<file path="src/rtl/id_exe_pipe_stage_if.sv">
// ID->EXE stage bus: upstream valid/ready + payload, downstream valid/ready + payload.
interface id_exe_pipe_stage_if #(
    parameter int unsigned DATA_W   = 32,
    parameter int unsigned ALU_OP_W = 2,
    parameter int unsigned REG_AW   = 5
);
    // Upstream (ID) side
    logic                in_valid;
    logic                in_ready;
    logic                RegDst_in;
    logic [ALU_OP_W-1:0] ALUOp_in;
    logic                Write_reg_mux_in;
    logic                Memwrite_in;
    logic                ALUsrc_in;
    logic                RegWrite_in;
    logic [DATA_W-1:0]   Read_data_1_in;
    logic [DATA_W-1:0]   Read_data_2_in;
    logic [DATA_W-1:0]   imm_ext_in;
    logic [REG_AW-1:0]   rt_in;
    logic [REG_AW-1:0]   rd_in;

    // Downstream (EXE) side
    logic                out_valid;
    logic                out_ready;
    logic                RegDst_out;
    logic [ALU_OP_W-1:0] ALUOp_out;
    logic                Write_reg_mux_out;
    logic                Memwrite_out;
    logic                ALUsrc_out;
    logic                RegWrite_out;
    logic [DATA_W-1:0]   Read_data_1_out;
    logic [DATA_W-1:0]   Read_data_2_out;
    logic [DATA_W-1:0]   imm_ext_out;
    logic [REG_AW-1:0]   rt_out;
    logic [REG_AW-1:0]   rd_out;

    // Environment view: drives instructions in, consumes them out
    modport master (
        output in_valid, RegDst_in, ALUOp_in, Write_reg_mux_in, Memwrite_in,
               ALUsrc_in, RegWrite_in, Read_data_1_in, Read_data_2_in,
               imm_ext_in, rt_in, rd_in, out_ready,
        input  in_ready, out_valid, RegDst_out, ALUOp_out, Write_reg_mux_out,
               Memwrite_out, ALUsrc_out, RegWrite_out, Read_data_1_out,
               Read_data_2_out, imm_ext_out, rt_out, rd_out
    );

    // Pipeline stage view
    modport slave (
        input  in_valid, RegDst_in, ALUOp_in, Write_reg_mux_in, Memwrite_in,
               ALUsrc_in, RegWrite_in, Read_data_1_in, Read_data_2_in,
               imm_ext_in, rt_in, rd_in, out_ready,
        output in_ready, out_valid, RegDst_out, ALUOp_out, Write_reg_mux_out,
               Memwrite_out, ALUsrc_out, RegWrite_out, Read_data_1_out,
               Read_data_2_out, imm_ext_out, rt_out, rd_out
    );
endinterface

</file>
<file path="src/rtl/id_exe_pipe_stage.sv">
// ID->EXE pipeline stage with valid/ready handshake, 1-entry skid buffer,
// registered in_ready, flush, bubble masking and a saturating stall counter.
module id_exe_pipe_stage #(
    parameter int unsigned DATA_W   = 32,
    parameter int unsigned ALU_OP_W = 2,
    parameter int unsigned REG_AW   = 5,
    parameter int unsigned STALL_CW = 8
) (
    input  logic                 clk,
    input  logic                 rst,
    input  logic                 flush,
    id_exe_pipe_stage_if.slave   bus,
    output logic [STALL_CW-1:0]  stall_cnt
);

    localparam logic [STALL_CW-1:0] STALL_MAX = '1;

    typedef struct packed {
        logic                reg_dst;
        logic [ALU_OP_W-1:0] alu_op;
        logic                write_reg_mux;
        logic                mem_write;
        logic                alu_src;
        logic                reg_write;
    } ctrl_t;

    typedef struct packed {
        logic [DATA_W-1:0] rd1;
        logic [DATA_W-1:0] rd2;
        logic [DATA_W-1:0] imm;
        logic [REG_AW-1:0] rt;
        logic [REG_AW-1:0] rd;
    } data_t;

    typedef enum logic [1:0] {
        ST_EMPTY = 2'd0,
        ST_ONE   = 2'd1,
        ST_TWO   = 2'd2
    } state_t;

    state_t                state_q, state_d;
    logic                  in_ready_q;
    logic                  out_valid_q;
    ctrl_t                 main_ctrl_q, skid_ctrl_q;
    data_t                 main_data_q, skid_data_q;
    logic [STALL_CW-1:0]   stall_cnt_q;

    ctrl_t                 in_ctrl_c;
    data_t                 in_data_c;
    logic                  acc_c;
    logic                  deq_c;
    logic                  ld_main_in_c;
    logic                  ld_main_skid_c;
    logic                  ld_skid_c;

    // Gather the incoming payload into struct form
    assign in_ctrl_c = '{reg_dst:       bus.RegDst_in,
                         alu_op:        bus.ALUOp_in,
                         write_reg_mux: bus.Write_reg_mux_in,
                         mem_write:     bus.Memwrite_in,
                         alu_src:       bus.ALUsrc_in,
                         reg_write:     bus.RegWrite_in};
    assign in_data_c = '{rd1: bus.Read_data_1_in,
                         rd2: bus.Read_data_2_in,
                         imm: bus.imm_ext_in,
                         rt:  bus.rt_in,
                         rd:  bus.rd_in};

    assign acc_c = bus.in_valid & in_ready_q;
    assign deq_c = out_valid_q & bus.out_ready;

    // Next-state and entry-load decisions; flush overrides everything
    always_comb begin
        state_d        = state_q;
        ld_main_in_c   = 1'b0;
        ld_main_skid_c = 1'b0;
        ld_skid_c      = 1'b0;
        if (flush) begin
            state_d = ST_EMPTY;
        end else begin
            case (state_q)
                ST_EMPTY: begin
                    if (acc_c) begin
                        ld_main_in_c = 1'b1;
                        state_d      = ST_ONE;
                    end
                end
                ST_ONE: begin
                    if (acc_c && deq_c) begin
                        ld_main_in_c = 1'b1;
                    end else if (acc_c) begin
                        ld_skid_c = 1'b1;
                        state_d   = ST_TWO;
                    end else if (deq_c) begin
                        state_d = ST_EMPTY;
                    end
                end
                ST_TWO: begin
                    if (deq_c) begin
                        ld_main_skid_c = 1'b1;
                        state_d        = ST_ONE;
                    end
                end
                default: begin
                    state_d = ST_EMPTY;
                end
            endcase
        end
    end

    // State register plus registered handshake flags derived from next state
    always_ff @(posedge clk or negedge rst) begin
        if (!rst) begin
            state_q     <= ST_EMPTY;
            in_ready_q  <= 1'b1;
            out_valid_q <= 1'b0;
        end else begin
            state_q     <= state_d;
            in_ready_q  <= (state_d != ST_TWO);
            out_valid_q <= (state_d != ST_EMPTY);
        end
    end

    // MAIN control fields: forced to zero whenever the stage goes empty
    always_ff @(posedge clk or negedge rst) begin
        if (!rst) begin
            main_ctrl_q <= '0;
        end else if (ld_main_in_c) begin
            main_ctrl_q <= in_ctrl_c;
        end else if (ld_main_skid_c) begin
            main_ctrl_q <= skid_ctrl_q;
        end else if (state_d == ST_EMPTY) begin
            main_ctrl_q <= '0;
        end
    end

    // MAIN data fields: only change on a load, so bubbles never toggle them
    always_ff @(posedge clk or negedge rst) begin
        if (!rst) begin
            main_data_q <= '0;
        end else if (ld_main_in_c) begin
            main_data_q <= in_data_c;
        end else if (ld_main_skid_c) begin
            main_data_q <= skid_data_q;
        end
    end

    // SKID entry captures the accepted instruction while MAIN is stalled
    always_ff @(posedge clk or negedge rst) begin
        if (!rst) begin
            skid_ctrl_q <= '0;
            skid_data_q <= '0;
        end else if (ld_skid_c) begin
            skid_ctrl_q <= in_ctrl_c;
            skid_data_q <= in_data_c;
        end
    end

    // Saturating count of stalled cycles, cleared on dequeue or flush
    always_ff @(posedge clk or negedge rst) begin
        if (!rst) begin
            stall_cnt_q <= '0;
        end else if (flush || deq_c) begin
            stall_cnt_q <= '0;
        end else if (out_valid_q && !bus.out_ready && (stall_cnt_q != STALL_MAX)) begin
            stall_cnt_q <= stall_cnt_q + STALL_CW'(1);
        end
    end

    // Drive registered state onto the bus
    assign bus.in_ready          = in_ready_q;
    assign bus.out_valid         = out_valid_q;
    assign bus.RegDst_out        = main_ctrl_q.reg_dst;
    assign bus.ALUOp_out         = main_ctrl_q.alu_op;
    assign bus.Write_reg_mux_out = main_ctrl_q.write_reg_mux;
    assign bus.Memwrite_out      = main_ctrl_q.mem_write;
    assign bus.ALUsrc_out        = main_ctrl_q.alu_src;
    assign bus.RegWrite_out      = main_ctrl_q.reg_write;
    assign bus.Read_data_1_out   = main_data_q.rd1;
    assign bus.Read_data_2_out   = main_data_q.rd2;
    assign bus.imm_ext_out       = main_data_q.imm;
    assign bus.rt_out            = main_data_q.rt;
    assign bus.rd_out            = main_data_q.rd;
    assign stall_cnt             = stall_cnt_q;

endmodule

</file>
<file path="src/flat_wrapper.sv">
// flat-port wrapper written by rule: the top's interface ports become plain ports
module id_exe_pipe_stage_flat 
#(
    parameter int unsigned DATA_W   = 32,
    parameter int unsigned ALU_OP_W = 2,
    parameter int unsigned REG_AW   = 5,
    parameter int unsigned STALL_CW = 8
)
  (clk, rst, flush, stall_cnt, bus_in_valid, bus_RegDst_in, bus_ALUOp_in, bus_Write_reg_mux_in, bus_Memwrite_in, bus_ALUsrc_in, bus_RegWrite_in, bus_Read_data_1_in, bus_Read_data_2_in, bus_imm_ext_in, bus_rt_in, bus_rd_in, bus_out_ready, bus_in_ready, bus_out_valid, bus_RegDst_out, bus_ALUOp_out, bus_Write_reg_mux_out, bus_Memwrite_out, bus_ALUsrc_out, bus_RegWrite_out, bus_Read_data_1_out, bus_Read_data_2_out, bus_imm_ext_out, bus_rt_out, bus_rd_out);
  id_exe_pipe_stage_if #(.DATA_W(DATA_W), .ALU_OP_W(ALU_OP_W), .REG_AW(REG_AW)) bus_i ();
  input  logic clk;
  input  logic rst;
  input  logic flush;
  output logic [STALL_CW-1:0] stall_cnt;
  input wire logic [$bits(bus_i.in_valid)-1:0] bus_in_valid;
  input wire logic [$bits(bus_i.RegDst_in)-1:0] bus_RegDst_in;
  input wire logic [$bits(bus_i.ALUOp_in)-1:0] bus_ALUOp_in;
  input wire logic [$bits(bus_i.Write_reg_mux_in)-1:0] bus_Write_reg_mux_in;
  input wire logic [$bits(bus_i.Memwrite_in)-1:0] bus_Memwrite_in;
  input wire logic [$bits(bus_i.ALUsrc_in)-1:0] bus_ALUsrc_in;
  input wire logic [$bits(bus_i.RegWrite_in)-1:0] bus_RegWrite_in;
  input wire logic [$bits(bus_i.Read_data_1_in)-1:0] bus_Read_data_1_in;
  input wire logic [$bits(bus_i.Read_data_2_in)-1:0] bus_Read_data_2_in;
  input wire logic [$bits(bus_i.imm_ext_in)-1:0] bus_imm_ext_in;
  input wire logic [$bits(bus_i.rt_in)-1:0] bus_rt_in;
  input wire logic [$bits(bus_i.rd_in)-1:0] bus_rd_in;
  input wire logic [$bits(bus_i.out_ready)-1:0] bus_out_ready;
  output wire logic [$bits(bus_i.in_ready)-1:0] bus_in_ready;
  output wire logic [$bits(bus_i.out_valid)-1:0] bus_out_valid;
  output wire logic [$bits(bus_i.RegDst_out)-1:0] bus_RegDst_out;
  output wire logic [$bits(bus_i.ALUOp_out)-1:0] bus_ALUOp_out;
  output wire logic [$bits(bus_i.Write_reg_mux_out)-1:0] bus_Write_reg_mux_out;
  output wire logic [$bits(bus_i.Memwrite_out)-1:0] bus_Memwrite_out;
  output wire logic [$bits(bus_i.ALUsrc_out)-1:0] bus_ALUsrc_out;
  output wire logic [$bits(bus_i.RegWrite_out)-1:0] bus_RegWrite_out;
  output wire logic [$bits(bus_i.Read_data_1_out)-1:0] bus_Read_data_1_out;
  output wire logic [$bits(bus_i.Read_data_2_out)-1:0] bus_Read_data_2_out;
  output wire logic [$bits(bus_i.imm_ext_out)-1:0] bus_imm_ext_out;
  output wire logic [$bits(bus_i.rt_out)-1:0] bus_rt_out;
  output wire logic [$bits(bus_i.rd_out)-1:0] bus_rd_out;
  assign bus_i.in_valid = bus_in_valid;
  assign bus_i.RegDst_in = bus_RegDst_in;
  assign bus_i.ALUOp_in = bus_ALUOp_in;
  assign bus_i.Write_reg_mux_in = bus_Write_reg_mux_in;
  assign bus_i.Memwrite_in = bus_Memwrite_in;
  assign bus_i.ALUsrc_in = bus_ALUsrc_in;
  assign bus_i.RegWrite_in = bus_RegWrite_in;
  assign bus_i.Read_data_1_in = bus_Read_data_1_in;
  assign bus_i.Read_data_2_in = bus_Read_data_2_in;
  assign bus_i.imm_ext_in = bus_imm_ext_in;
  assign bus_i.rt_in = bus_rt_in;
  assign bus_i.rd_in = bus_rd_in;
  assign bus_i.out_ready = bus_out_ready;
  assign bus_in_ready = bus_i.in_ready;
  assign bus_out_valid = bus_i.out_valid;
  assign bus_RegDst_out = bus_i.RegDst_out;
  assign bus_ALUOp_out = bus_i.ALUOp_out;
  assign bus_Write_reg_mux_out = bus_i.Write_reg_mux_out;
  assign bus_Memwrite_out = bus_i.Memwrite_out;
  assign bus_ALUsrc_out = bus_i.ALUsrc_out;
  assign bus_RegWrite_out = bus_i.RegWrite_out;
  assign bus_Read_data_1_out = bus_i.Read_data_1_out;
  assign bus_Read_data_2_out = bus_i.Read_data_2_out;
  assign bus_imm_ext_out = bus_i.imm_ext_out;
  assign bus_rt_out = bus_i.rt_out;
  assign bus_rd_out = bus_i.rd_out;
  id_exe_pipe_stage #(.DATA_W(DATA_W), .ALU_OP_W(ALU_OP_W), .REG_AW(REG_AW), .STALL_CW(STALL_CW)) u_core (.clk(clk), .rst(rst), .flush(flush), .bus(bus_i), .stall_cnt(stall_cnt));
endmodule
</file>
<file path="config.mk">
export PLATFORM = sky130hd
export DESIGN_NAME = id_exe_pipe_stage_flat
export DESIGN_NICKNAME = d
export VERILOG_FILES = /design/src/rtl/id_exe_pipe_stage_if.sv /design/src/rtl/id_exe_pipe_stage.sv /design/src/flat_wrapper.sv
export SDC_FILE = /design/constraint.sdc
export NUM_CORES = 1
export LEC_CHECK = 0
export ABC_AREA = 1
export CAP_MARGIN = 15
export CORE_UTILIZATION = 49
export DETAILED_ROUTE_END_ITERATION = 16
export PLACE_DENSITY = 0.89
export RECOVER_POWER = 25
export SLEW_MARGIN = 20
export SYNTH_ARGS = -nofsm -noshare
export SYNTH_HDL_FRONTEND = slang
export SYNTH_SLANG_ARGS = --single-unit
export TNS_END_PERCENT = 20
</file>
<file path="constraint.sdc">
create_clock -name clk -period 2.01 [get_ports clk]
set_clock_uncertainty 0.2 [all_clocks]
set_input_delay 0.402 -clock clk [delete_from_list [all_inputs] [get_ports clk]]
set_output_delay 0.402 -clock clk [all_outputs]
set_load 0.01 [all_outputs]
</file>
==> key figures <==
Status
  – Outcome: completed

Logic synthesis
  – Top FF cell, synth: dfrtp_1
  – Commonest cells in the netlist: nand2_1, dfrtp_1, inv_1
  – Synth warn: 0
  – Async SR Flop Fraction: 1.000
  – Post-Syn Nets: 1173
  – Sequential fraction of the synthesis area: 0.6116
  – Cell area after synthesis: 9741 sq um
  – Most frequent cell after synthesis: nand2_1
  – Post-synth top area share: 0.6089
  – Synth area leaders: dfrtp_1, nand2_1, o211ai_1, inv_1, a21oi_1
  – Number of enable flip-flop cells after synthesis: 0
  – Leading area contributor after synthesis: dfrtp_1
  – #FFs+latches synth: 238
  – Mean Syn Cell Area: 9.242 sq um
  – Mapped Cells: 1054
  – Yosys cell types: 27

Power and ir drop
  – Peak supply drop: 0.0007132 V
  – PD cells: 1096 nW/um^2
  – Leak: 0.007017 uW

Layout
  – Filler instances: 1370
  – Layout cells sized above 1: 0.08146
  – Layout area overhead: 40.31%
  – Antenna Cells: 0
  – Nets: 1438
  – Area occupied by registers: 5957 sq um
  – Area of the multi-input gates: 3078 sq um
  – Util after Layout: 0.7022

Timing
  – Endpoints failing setup: 0
  – Tcrit/Tclk final: 0.9544
  – Fmax: 521.3 MHz
  – Worst slew pin tran: 1115 ps
  – RSZ-0062 raised after global routing: yes
  – Worst hold slack: 245.9 ps
  – Max-slew violation count: 0
  – Hold Fails Final Rpt: 0
  – Worst slew margin: 0.2564
  – Min Tclk post-route: 1918 ps

Floorplan
  – Die H: 143.0 um
  – Die area: 20450 sq um
  – Die Width: 143.0 um
  – Core area: 19460 sq um
  – Row count: 51
  – IO Pins: 241
  – Initial Util: 0.5005

Critical path
  – Worst Reg-to-Reg Cells: 8
  – Critical path fanouts, max: 23
  – RR Startpoint: u_core.bus.in_ready$_DFF_PN1_
  – CP Class: flop to flop
  – Crit path required time: 2190 ps
  – CP endpoint kind: flop
  – R2R setup slack: 90 ps
  – Critical path startpoint category: flop
  – Worst R2R End: u_core.skid_data_q[53]$_DFFE_PN0P_
  – Worst EP arrival: 2100 ps

CTS
  – CTS tree: done
  – Clock Pin Slew Worst Setup and Hold Paths: 60 ps
  – Clk_lat worst skew: 520 ps
  – Clock Path Buffers: 3
  – H-tree Lvls: 1
  – Total clock sinks: 238
  – Root Driver: clkbuf_16
  – Num CTS Buffers: 25

Global route
  – GRT Total Usage: 0.2557
  – Initial antenna violation count: 0
  – Grt ovf: 0
  – Largest net degree at the start of global routing: 70
  – Number of global-route vias before repair: 8384
  – First-pass GRT wire length: 41410 um

Detailed routing
  – Total iterations of the first detailed-routing run: 5
  – Vias: 8378
  – Drt wl/cell: 15.93 um
  – Initial detailed-routing violation count: 435
  – DR vias/cell: 5.226
  – DRC Markers: 0
  – Final wirelength: 25530 um
  – Final antenna-violating net count: 0

Job
  – Max-Cap Viols: 0

Placement
  – IO buf count: 240
  – Final HPWL DP: 17600 um
  – Routability-driven placement congestion ratio: 0.8723

Worst hold path
  – HP Class: input port to flop
  – Hold EP: u_core.skid_data_q[36]$_DFFE_PN0P_
  – Min-delay src: bus_imm_ext_in[26]
  – Depth of the worst hold-timing path: 3
==> state kept, by name, indices dropped and copies added (netlist names) <==
name / count
u_core.bus.ALUOp_out: 2
u_core.bus.ALUsrc_out: 1
u_core.bus.Memwrite_out: 1
u_core.bus.Read_data_1_out: 32
u_core.bus.Read_data_2_out: 32
u_core.bus.RegDst_out: 1
u_core.bus.RegWrite_out: 1
u_core.bus.Write_reg_mux_out: 1
u_core.bus.imm_ext_out: 32
u_core.bus.in_ready: 1
u_core.bus.out_valid: 1
u_core.bus.rd_out: 5
u_core.bus.rt_out: 5
u_core.skid_ctrl_q: 7
u_core.skid_data_q: 106
u_core.stall_cnt: 8
u_core.state_q: 2
==> power by group <==
part	total, uW	internal [uW]	switching (uW)
combinational	3540	1670	1860
clock	4510	2710	1800
sequential	6930	6220	706
total	15000	10600	4370
==> worst max-delay path, cell delays in order (launching register included) <==
cell and delay, ps:
dfstp_2 540, nand2_1 80, buf_4 150, nor3_4 190, nand2_4 120, buf_12 170
buf_12 150, nor2_1 120, a21oi_1 70
==> what timing repair did <==
item	4_1_cts	5_1_grt
buffers inserted	4	0
hold buffers	1	0
gates resized for setup	103	23
endpoints found under the setup margin	103	83
hold endpoints to repair	238	0
==> cells by family (layout without fill, tap and decap cells) <==
logic type / Yosys count / in the layout / share of synthesized area
buf+inv: 178 / 462 / 0.07424
simple gates: 413 / 413 / 0.1674
compound gates: 222 / 222 / 0.1437
fa+ha+maj: 1 / 1 / 0.001284
xor+xnor: 2 / 2 / 0.001799
flops: 238 / 238 / 0.6116
==> cell type report <==
class,count,area share
well taps,265,0.02426
repair buffers,298,0.2229
clock buffers,39,0.05255
clock inverters,7,0.006683
flip-flops and latches,238,0.4359
multi-input cells,638,0.2252
inverters,118,0.03250
==> placed cells by master (no fill, tap or decap), types with 22 or more instances in the layout <==
| cell | n |
|---|---|
| clkdlybuf4s50_1 | 116 |
| inv_1 | 114 |
| clkbuf_16 | 25 |
| buf_12 | 23 |
| nor2_1 | 75 |
| dfrtp_1 | 237 |
| buf_4 | 30 |
| nand2_1 | 300 |
| o211ai_1 | 106 |
| a21oi_1 | 69 |
| nand3_1 | 22 |
| dlygate4sd2_1 | 103 |
| o21ai_1 | 38 |
==> stage by stage <==
stage / power (uW) / TNS (ps) / std cells / cell area, sq um / worst slack [ps]
after floorplan: 8652 / 0 / 1054 / 9741 / 233.7
after global placement: 10650 / -42280 / 1552 / 12910 / -233.2
after detailed placement: 10900 / -51520 / 1552 / 12910 / -293.3
after CTS: 15120 / 0 / 1603 / 13630 / 1.782
after global routing: 15820 / -16.47 / 1603 / 13670 / -16.47
final: 14980 / 0 / 1603 / 13670 / 91.75
==> how the worst max path moves through the flow <==
stage                                               startpoint                                          to  depth (start not counted)
finish                           u_core.bus.in_ready$_DFF_PN1_          u_core.skid_data_q[53]$_DFFE_PN0P_                          8
global route                     u_core.bus.in_ready$_DFF_PN1_          u_core.skid_data_q[53]$_DFFE_PN0P_                          8
CTS                 u_core.bus.Read_data_2_out[28]$_DFFE_PN0P_                     bus_Read_data_2_out[28]                          1
detailed placement                               bus_out_ready          u_core.skid_data_q[41]$_DFFE_PN0P_                          9
global placement                                 bus_out_ready  u_core.bus.Read_data_2_out[22]$_DFFE_PN0P_                         10
floorplan                        u_core.bus.in_ready$_DFF_PN1_          u_core.skid_data_q[24]$_DFFE_PN0P_                          7
==> routing by layer <==
metal / routed length [um] / track usage
met1: 10340 / 0.3304
met4: 706 / 0.09168
met3: 1988 / 0.05164
met5: 0 / 0
met2: 12490 / 0.4275
No activity file was read; power rests on OpenSTA's default activity.
